### config.mk
export PLATFORM = sky130hd
export DESIGN_NAME = mul_div_unit_flat
export DESIGN_NICKNAME = d
export VERILOG_FILES = /design/src/rtl/mul_div_unit_if.sv /design/src/rtl/mul_div_unit.sv /design/src/flat_wrapper.sv
export SDC_FILE = /design/constraint.sdc
export NUM_CORES = 1
export LEC_CHECK = 0
export ABC_AREA = 1
export CORE_AREA = 2 2 247 249
export CTS_CLUSTER_SIZE = 10
export DETAILED_ROUTE_END_ITERATION = 10
export DIE_AREA = 0 0 249 251
export PLACE_DENSITY = 0.42
export SYNTH_ARGS = -nofsm -noshare
export SYNTH_HDL_FRONTEND = slang
export SYNTH_SLANG_ARGS = --single-unit
### constraint.sdc
create_clock -name clk -period 4.3 [get_ports clk]
set_input_delay 1.075 -clock clk [delete_from_list [all_inputs] [get_ports clk]]
set_output_delay 1.075 -clock clk [all_outputs]
set_load 0.02 [all_outputs]
### src/rtl/mul_div_unit_if.sv
// ============================================================================
//  Module   : mul_div_unit_if
//  Purpose  : Request/response bundle between an issuing stage and the
//             multiply/divide unit.
//  Revision : 1.0 - initial release
// ============================================================================
`default_nettype none

interface mul_div_unit_if;
    logic        start;
    logic [2:0]  funct3;
    logic [31:0] rs1_data;
    logic [31:0] rs2_data;
    logic [4:0]  rd;
    logic        busy;
    logic        done;
    logic [31:0] rd_data;
    logic [4:0]  rd_out;
    logic        RegWEn;

    modport master (
        output start, funct3, rs1_data, rs2_data, rd,
        input  busy, done, rd_data, rd_out, RegWEn
    );

    modport slave (
        input  start, funct3, rs1_data, rs2_data, rd,
        output busy, done, rd_data, rd_out, RegWEn
    );
endinterface

`default_nettype wire

### src/rtl/mul_div_unit.sv
// ============================================================================
//  Module   : mul_div_unit
//  Purpose  : 32-bit iterative multiply/divide (shift-add / restoring divide),
//             one result bit per cycle, with single-cycle special cases.
//  Revision : 1.0 - initial release
// ============================================================================
`default_nettype none

module mul_div_unit (
    input  wire logic     clk,
    input  wire logic     reset,
    mul_div_unit_if.slave bus
);

    typedef enum logic [1:0] {
        S_IDLE = 2'd0,
        S_CALC = 2'd1,
        S_DONE = 2'd2
    } state_t;

    state_t      r_state;
    state_t      w_state_next;

    logic [2:0]  r_op;
    logic [4:0]  r_rd;
    logic [5:0]  r_cnt;
    logic [31:0] r_hi;
    logic [31:0] r_lo;
    logic [31:0] r_b;
    logic        r_neg_lo;
    logic        r_neg_hi;
    logic [31:0] r_rd_data;
    logic [4:0]  r_rd_out;

    // Operand decode on the live inputs, used only at the accepting edge
    logic        w_is_div;
    logic        w_a_signed;
    logic        w_b_signed;
    logic        w_sa;
    logic        w_sb;
    logic [31:0] w_mag_a;
    logic [31:0] w_mag_b;
    logic        w_div_zero;
    logic        w_div_ovf;
    logic        w_special;
    logic [31:0] w_special_res;

    always_comb begin
        w_is_div      = bus.funct3[2];
        w_a_signed    = w_is_div ? ~bus.funct3[0] : (bus.funct3[1:0] != 2'b11);
        w_b_signed    = w_is_div ? ~bus.funct3[0] : ~bus.funct3[1];
        w_sa          = w_a_signed & bus.rs1_data[31];
        w_sb          = w_b_signed & bus.rs2_data[31];
        w_mag_a       = w_sa ? (32'd0 - bus.rs1_data) : bus.rs1_data;
        w_mag_b       = w_sb ? (32'd0 - bus.rs2_data) : bus.rs2_data;
        w_div_zero    = w_is_div && (bus.rs2_data == 32'd0);
        w_div_ovf     = w_is_div && !bus.funct3[0] &&
                        (bus.rs1_data == 32'h8000_0000) && (bus.rs2_data == 32'hFFFF_FFFF);
        w_special     = w_div_zero | w_div_ovf;
        w_special_res = 32'd0;
        if (w_div_zero) begin
            w_special_res = bus.funct3[1] ? bus.rs1_data : 32'hFFFF_FFFF;
        end else if (w_div_ovf) begin
            w_special_res = bus.funct3[1] ? 32'd0 : 32'h8000_0000;
        end
    end

    // One iteration: r_hi is accumulator/remainder, r_lo multiplier/quotient
    logic [32:0] w_sum;
    logic [32:0] w_rem_sh;
    logic        w_ge;
    logic [31:0] w_hi_n;
    logic [31:0] w_lo_n;
    logic [63:0] w_prod;
    logic [31:0] w_quot;
    logic [31:0] w_rem;
    logic [31:0] w_result;

    always_comb begin
        w_sum    = {1'b0, r_hi} + (r_lo[0] ? {1'b0, r_b} : 33'd0);
        w_rem_sh = {r_hi, r_lo[31]};
        w_ge     = (w_rem_sh >= {1'b0, r_b});
        if (r_op[2]) begin
            w_hi_n = w_ge ? (w_rem_sh[31:0] - r_b) : w_rem_sh[31:0];
            w_lo_n = {r_lo[30:0], w_ge};
        end else begin
            w_hi_n = w_sum[32:1];
            w_lo_n = {w_sum[0], r_lo[31:1]};
        end
        w_prod = r_neg_lo ? (64'd0 - {w_hi_n, w_lo_n}) : {w_hi_n, w_lo_n};
        w_quot = r_neg_lo ? (32'd0 - w_lo_n) : w_lo_n;
        w_rem  = r_neg_hi ? (32'd0 - w_hi_n) : w_hi_n;
        case (r_op)
            3'b000:                 w_result = w_prod[31:0];
            3'b001, 3'b010, 3'b011: w_result = w_prod[63:32];
            3'b100, 3'b101:         w_result = w_quot;
            default:                w_result = w_rem;
        endcase
    end

    always_ff @(posedge clk) begin
        if (reset) begin
            r_state <= S_IDLE;
        end else begin
            r_state <= w_state_next;
        end
    end

    always_comb begin
        w_state_next = r_state;
        case (r_state)
            S_IDLE: begin
                if (bus.start) begin
                    w_state_next = w_special ? S_DONE : S_CALC;
                end
            end
            S_CALC: begin
                if (r_cnt == 6'd31) begin
                    w_state_next = S_DONE;
                end
            end
            S_DONE:  w_state_next = S_IDLE;
            default: w_state_next = S_IDLE;
        endcase
    end

    always_ff @(posedge clk) begin
        if (reset) begin
            r_op      <= 3'd0;
            r_rd      <= 5'd0;
            r_cnt     <= 6'd0;
            r_hi      <= 32'd0;
            r_lo      <= 32'd0;
            r_b       <= 32'd0;
            r_neg_lo  <= 1'b0;
            r_neg_hi  <= 1'b0;
            r_rd_data <= 32'd0;
            r_rd_out  <= 5'd0;
        end else begin
            case (r_state)
                S_IDLE: begin
                    if (bus.start) begin
                        r_op     <= bus.funct3;
                        r_rd     <= bus.rd;
                        r_cnt    <= 6'd0;
                        r_hi     <= 32'd0;
                        r_lo     <= w_is_div ? w_mag_a : w_mag_b;
                        r_b      <= w_is_div ? w_mag_b : w_mag_a;
                        r_neg_lo <= w_sa ^ w_sb;
                        r_neg_hi <= w_sa;
                        if (w_special) begin
                            r_rd_data <= w_special_res;
                            r_rd_out  <= bus.rd;
                        end
                    end
                end
                S_CALC: begin
                    r_cnt <= r_cnt + 6'd1;
                    r_hi  <= w_hi_n;
                    r_lo  <= w_lo_n;
                    // Results publish only on entry to DONE so outputs hold between operations
                    if (r_cnt == 6'd31) begin
                        r_rd_data <= w_result;
                        r_rd_out  <= r_rd;
                    end
                end
                default: ;
            endcase
        end
    end

    assign bus.busy    = (r_state != S_IDLE);
    assign bus.done    = (r_state == S_DONE);
    assign bus.rd_data = r_rd_data;
    assign bus.rd_out  = r_rd_out;
    assign bus.RegWEn  = (r_state == S_DONE) && (r_rd_out != 5'd0);

endmodule

`default_nettype wire

### src/flat_wrapper.sv
// flat-port wrapper written by rule: the top's interface ports become plain ports
module mul_div_unit_flat 
  (clk, reset, bus_start, bus_funct3, bus_rs1_data, bus_rs2_data, bus_rd, bus_busy, bus_done, bus_rd_data, bus_rd_out, bus_RegWEn);
  mul_div_unit_if bus_i ();
  input  wire logic clk;
  input  wire logic reset;
  input wire logic [$bits(bus_i.start)-1:0] bus_start;
  input wire logic [$bits(bus_i.funct3)-1:0] bus_funct3;
  input wire logic [$bits(bus_i.rs1_data)-1:0] bus_rs1_data;
  input wire logic [$bits(bus_i.rs2_data)-1:0] bus_rs2_data;
  input wire logic [$bits(bus_i.rd)-1:0] bus_rd;
  output wire logic [$bits(bus_i.busy)-1:0] bus_busy;
  output wire logic [$bits(bus_i.done)-1:0] bus_done;
  output wire logic [$bits(bus_i.rd_data)-1:0] bus_rd_data;
  output wire logic [$bits(bus_i.rd_out)-1:0] bus_rd_out;
  output wire logic [$bits(bus_i.RegWEn)-1:0] bus_RegWEn;
  assign bus_i.start = bus_start;
  assign bus_i.funct3 = bus_funct3;
  assign bus_i.rs1_data = bus_rs1_data;
  assign bus_i.rs2_data = bus_rs2_data;
  assign bus_i.rd = bus_rd;
  assign bus_busy = bus_i.busy;
  assign bus_done = bus_i.done;
  assign bus_rd_data = bus_i.rd_data;
  assign bus_rd_out = bus_i.rd_out;
  assign bus_RegWEn = bus_i.RegWEn;
  mul_div_unit u_core (.clk(clk), .reset(reset), .bus(bus_i));
endmodule
==> flow_metrics.tcl <==
set metrics [dict create \
    yosys.area.top_type_share 0.1917 \
    overflow 0 \
    numCtsBuffers 17 \
    power_per_cell_area_nw_per_um2 347.6 \
    design_area_um2 22660 \
    die_w_um 249 \
    yosysWarnings 0 \
    reg2reg_slack_ns 0.22 \
    r2r_start "u_core.r_hi[7]" \
    synth_largest_area_cell "nand2_1" \
    critPathSlowestCell "dfxtp_1" \
    worstMarginPinSlew_ns 1.037 \
    drc 0 \
    final_max_slew_viol_count 0 \
    stdcell_count 4283 \
    start_util 0.2987 \
    synth_flop_cell "dfxtp_1" \
    setup_viol 0 \
    syn_inst 3203 \
    clock_skew_ns 0.01986 \
    reg2reg_depth 29 \
    die_h_um 251 \
    io_buffer_count 114 \
    status "complete, no violations" \
    grt_pass1_vias 21400 \
    grt_pass1_wl_mm 143.7 \
    die_area_um2 62500 \
    antennaDiodeCount 0 \
    dp_cells 4244 \
    clock_latency_ns 0.50 \
    placed_area_um2 21520 \
    synthArstFlopShare 0 \
    fp.coreArea_um2 59790 \
    synth-seq-cells 151 \
    hold_path_class "register to register" \
    drt_pass1_iterations 8 \
    r2r-end "u_core.bus.rd_data[10]" \
    hold_violations 0 \
    cp.arrival_ns 4.51 \
    wl_per_cell_um 23.15 \
    critical_path.max_stage_delay_ns 0.45 \
    synth_area_per_cell_um2 5.576 \
    cts.path.max_buffers 2 \
    whs_endpoint "u_core.r_cnt[5]" \
    nets 3635 \
    fp-row-count 90 \
    ys_seq_area_frac 0.1693 \
    drv_cap 0 \
    period_minus_slack_ns 4.078 \
    place_hpwl_mm 81.26 \
    path_common_cell "nand2_2" \
    clockRootBuffer "clkbuf_16" \
    synth_area_um2 17860 \
    hold_depth 1 \
    cts_tree "built" \
    min_period_over_period 0.9484 \
    area_delta_synth_final_pct 26.88 \
    ioPinCount 115 \
    p_leak_nw 11.33 \
    cts.sinks 151 \
    worstSetupEndpointType "register" \
    min-delay-start "u_core.r_cnt[5]" \
    synth-edff-count 0 \
    grtUsageTotal 0.3115 \
    clock.fmax_ghz 0.2452 \
    grt_antenna_before_repair 1 \
    cp-start-kind "register" \
    grt_max_degree 67 \
    ir_drop_mv 0.3251 \
    vias 22460 \
    htreeDepth 4 \
    required_ns 4.73 \
    path_class "register to register" \
    layout_commonest_cell "nand2_1" \
    layout-drive-gt1-share 0.1585 \
    antenna_left 0 \
    crit_fanout 6 \
    drt_iter0_markers 2119 \
    layout_common_cells "nand2_1 (894), inv_1 (471), nor2_1 (298)" \
    maxSlewHeadroom 0.3046 \
    rsz0062_at_grt "true" \
    syn_nets 3350 \
    synth.distinct_cells 55 \
    synth_area_leaders "nand2_1 (19%), dfxtp_1 (17%), inv_1 (10%)" \
    place_congestion 0.9765 \
    wirelength_mm 99.17 \
    routed_via_density 5.243 \
    cts.clk_slew.worst_paths_ns 0.08 \
]
-- per-stage QoR --
step	power (W)	TNS, ns	utilization	hold slack [ns]	setup slack (ns)
floorplan	0.004205	0	-	0.4309	0.7913
global placement	0.006093	-0.08761	0.3598	0.4511	-0.07855
detailed placement	0.006080	-0.2331	0.3598	0.4555	-0.1076
CTS	0.007729	0	0.3701	0.4684	0.02839
global route	0.008350	-0.2117	0.3790	0.5015	-0.05742
finish	0.007875	0	0.3790	0.4687	0.2217
-- logic make-up (layout without fill, tap and decap cells) --
| logic type | Yosys count | in the layout | synth area share |
|---|---|---|---|
| xor+xnor | 92 | 92 | 0.04512 |
| fa+ha+maj | 72 | 72 | 0.05129 |
| simple gates | 1688 | 1688 | 0.4151 |
| buf+inv | 632 | 930 | 0.1391 |
| flops | 151 | 151 | 0.1693 |
| compound gates | 568 | 568 | 0.1801 |
-- synthesized netlist by cell type (28+ instances only) --
cell and instances:
a21oi_1 226, clkbuf_1 76, dfxtp_1 151, ha_1 70, inv_1 492, nand2_1 912, nand2_2 28, nand3_1 217
nand4_1 62, nor2_1 311, nor3_1 41, o21ai_0 195, xor2_1 77
-- power by group --
| part | switching, W | leakage, nW | internal, W |
|---|---|---|---|
| logic | 0.00305 | 9.79 | 0.00153 |
| clock network | 0.000848 | 0.291 | 0.000784 |
| registers | 0.000116 | 1.25 | 0.00154 |
-- cell type report --
| cell class | instances | area (um2) |
|---|---|---|
| clock inverters | 15 | 182.7 |
| multi-input cells | 2420 | 12820 |
| well taps | 782 | 978.4 |
| repair buffers | 385 | 3262 |
| inverters | 513 | 1931 |
| clock buffers | 17 | 425.4 |
| fillers | 6739 | 37140 |
| flip-flops and latches | 151 | 3063 |
-- routing by layer --
| layer | track usage | part of all wire | vias up |
|---|---|---|---|
| met5 | 0 | 0 | - |
| met2 | 0.5349 | 0.47 | 786 |
| met4 | 0.1302 | 0.044 | 0 |
| li1 | - | - | 10900 |
| met1 | 0.3945 | 0.43 | 10630 |
| met3 | 0.03686 | 0.052 | 139 |
-- worst max-delay path by stage --
stage	end	start	slack, ns
global route	u_core.bus.rd_data[14]	u_core.r_hi[7]	-0.06
global placement	u_core.bus.rd_data[6]	u_core.r_b[8]	-0.08
finish	u_core.bus.rd_data[10]	u_core.r_hi[7]	0.22
floorplan	u_core.bus.rd_data[16]	u_core.r_b[13]	0.79
CTS	u_core.bus.rd_data[6]	u_core.r_b[8]	0.03
detailed placement	u_core.bus.rd_data[6]	u_core.r_b[8]	-0.11
-- critical path: cells and delay by family (launching register included) --
family | cells | cell delay, ns
AND/OR/NAND/NOR | 19 | 2.14
AO/OA/AOI/OAI | 3 | 0.51
adder cells (fa/ha/maj) | 2 | 0.42
flip-flops | 1 | 0.45
buffers and inverters | 5 | 0.51
-- state kept, by name, indices dropped and copies added (netlist names) --
signal	cells
u_core.r_state	2
u_core.r_op	3
u_core.r_b	32
u_core.r_lo	32
u_core.bus.rd_data	32
u_core.r_hi	32
u_core.r_cnt	6
u_core.r_neg_hi	1
u_core.r_rd	5
u_core.bus.rd_out	5
u_core.r_neg_lo	1
-- timing repair --
item	4_1_cts	5_1_grt
buffers inserted	0	8
pin swaps	0	19
resized for setup	2	130
hold buffers	0	0
setup endpoints to repair	3	26
No activity file was read; power rests on OpenSTA's default activity.
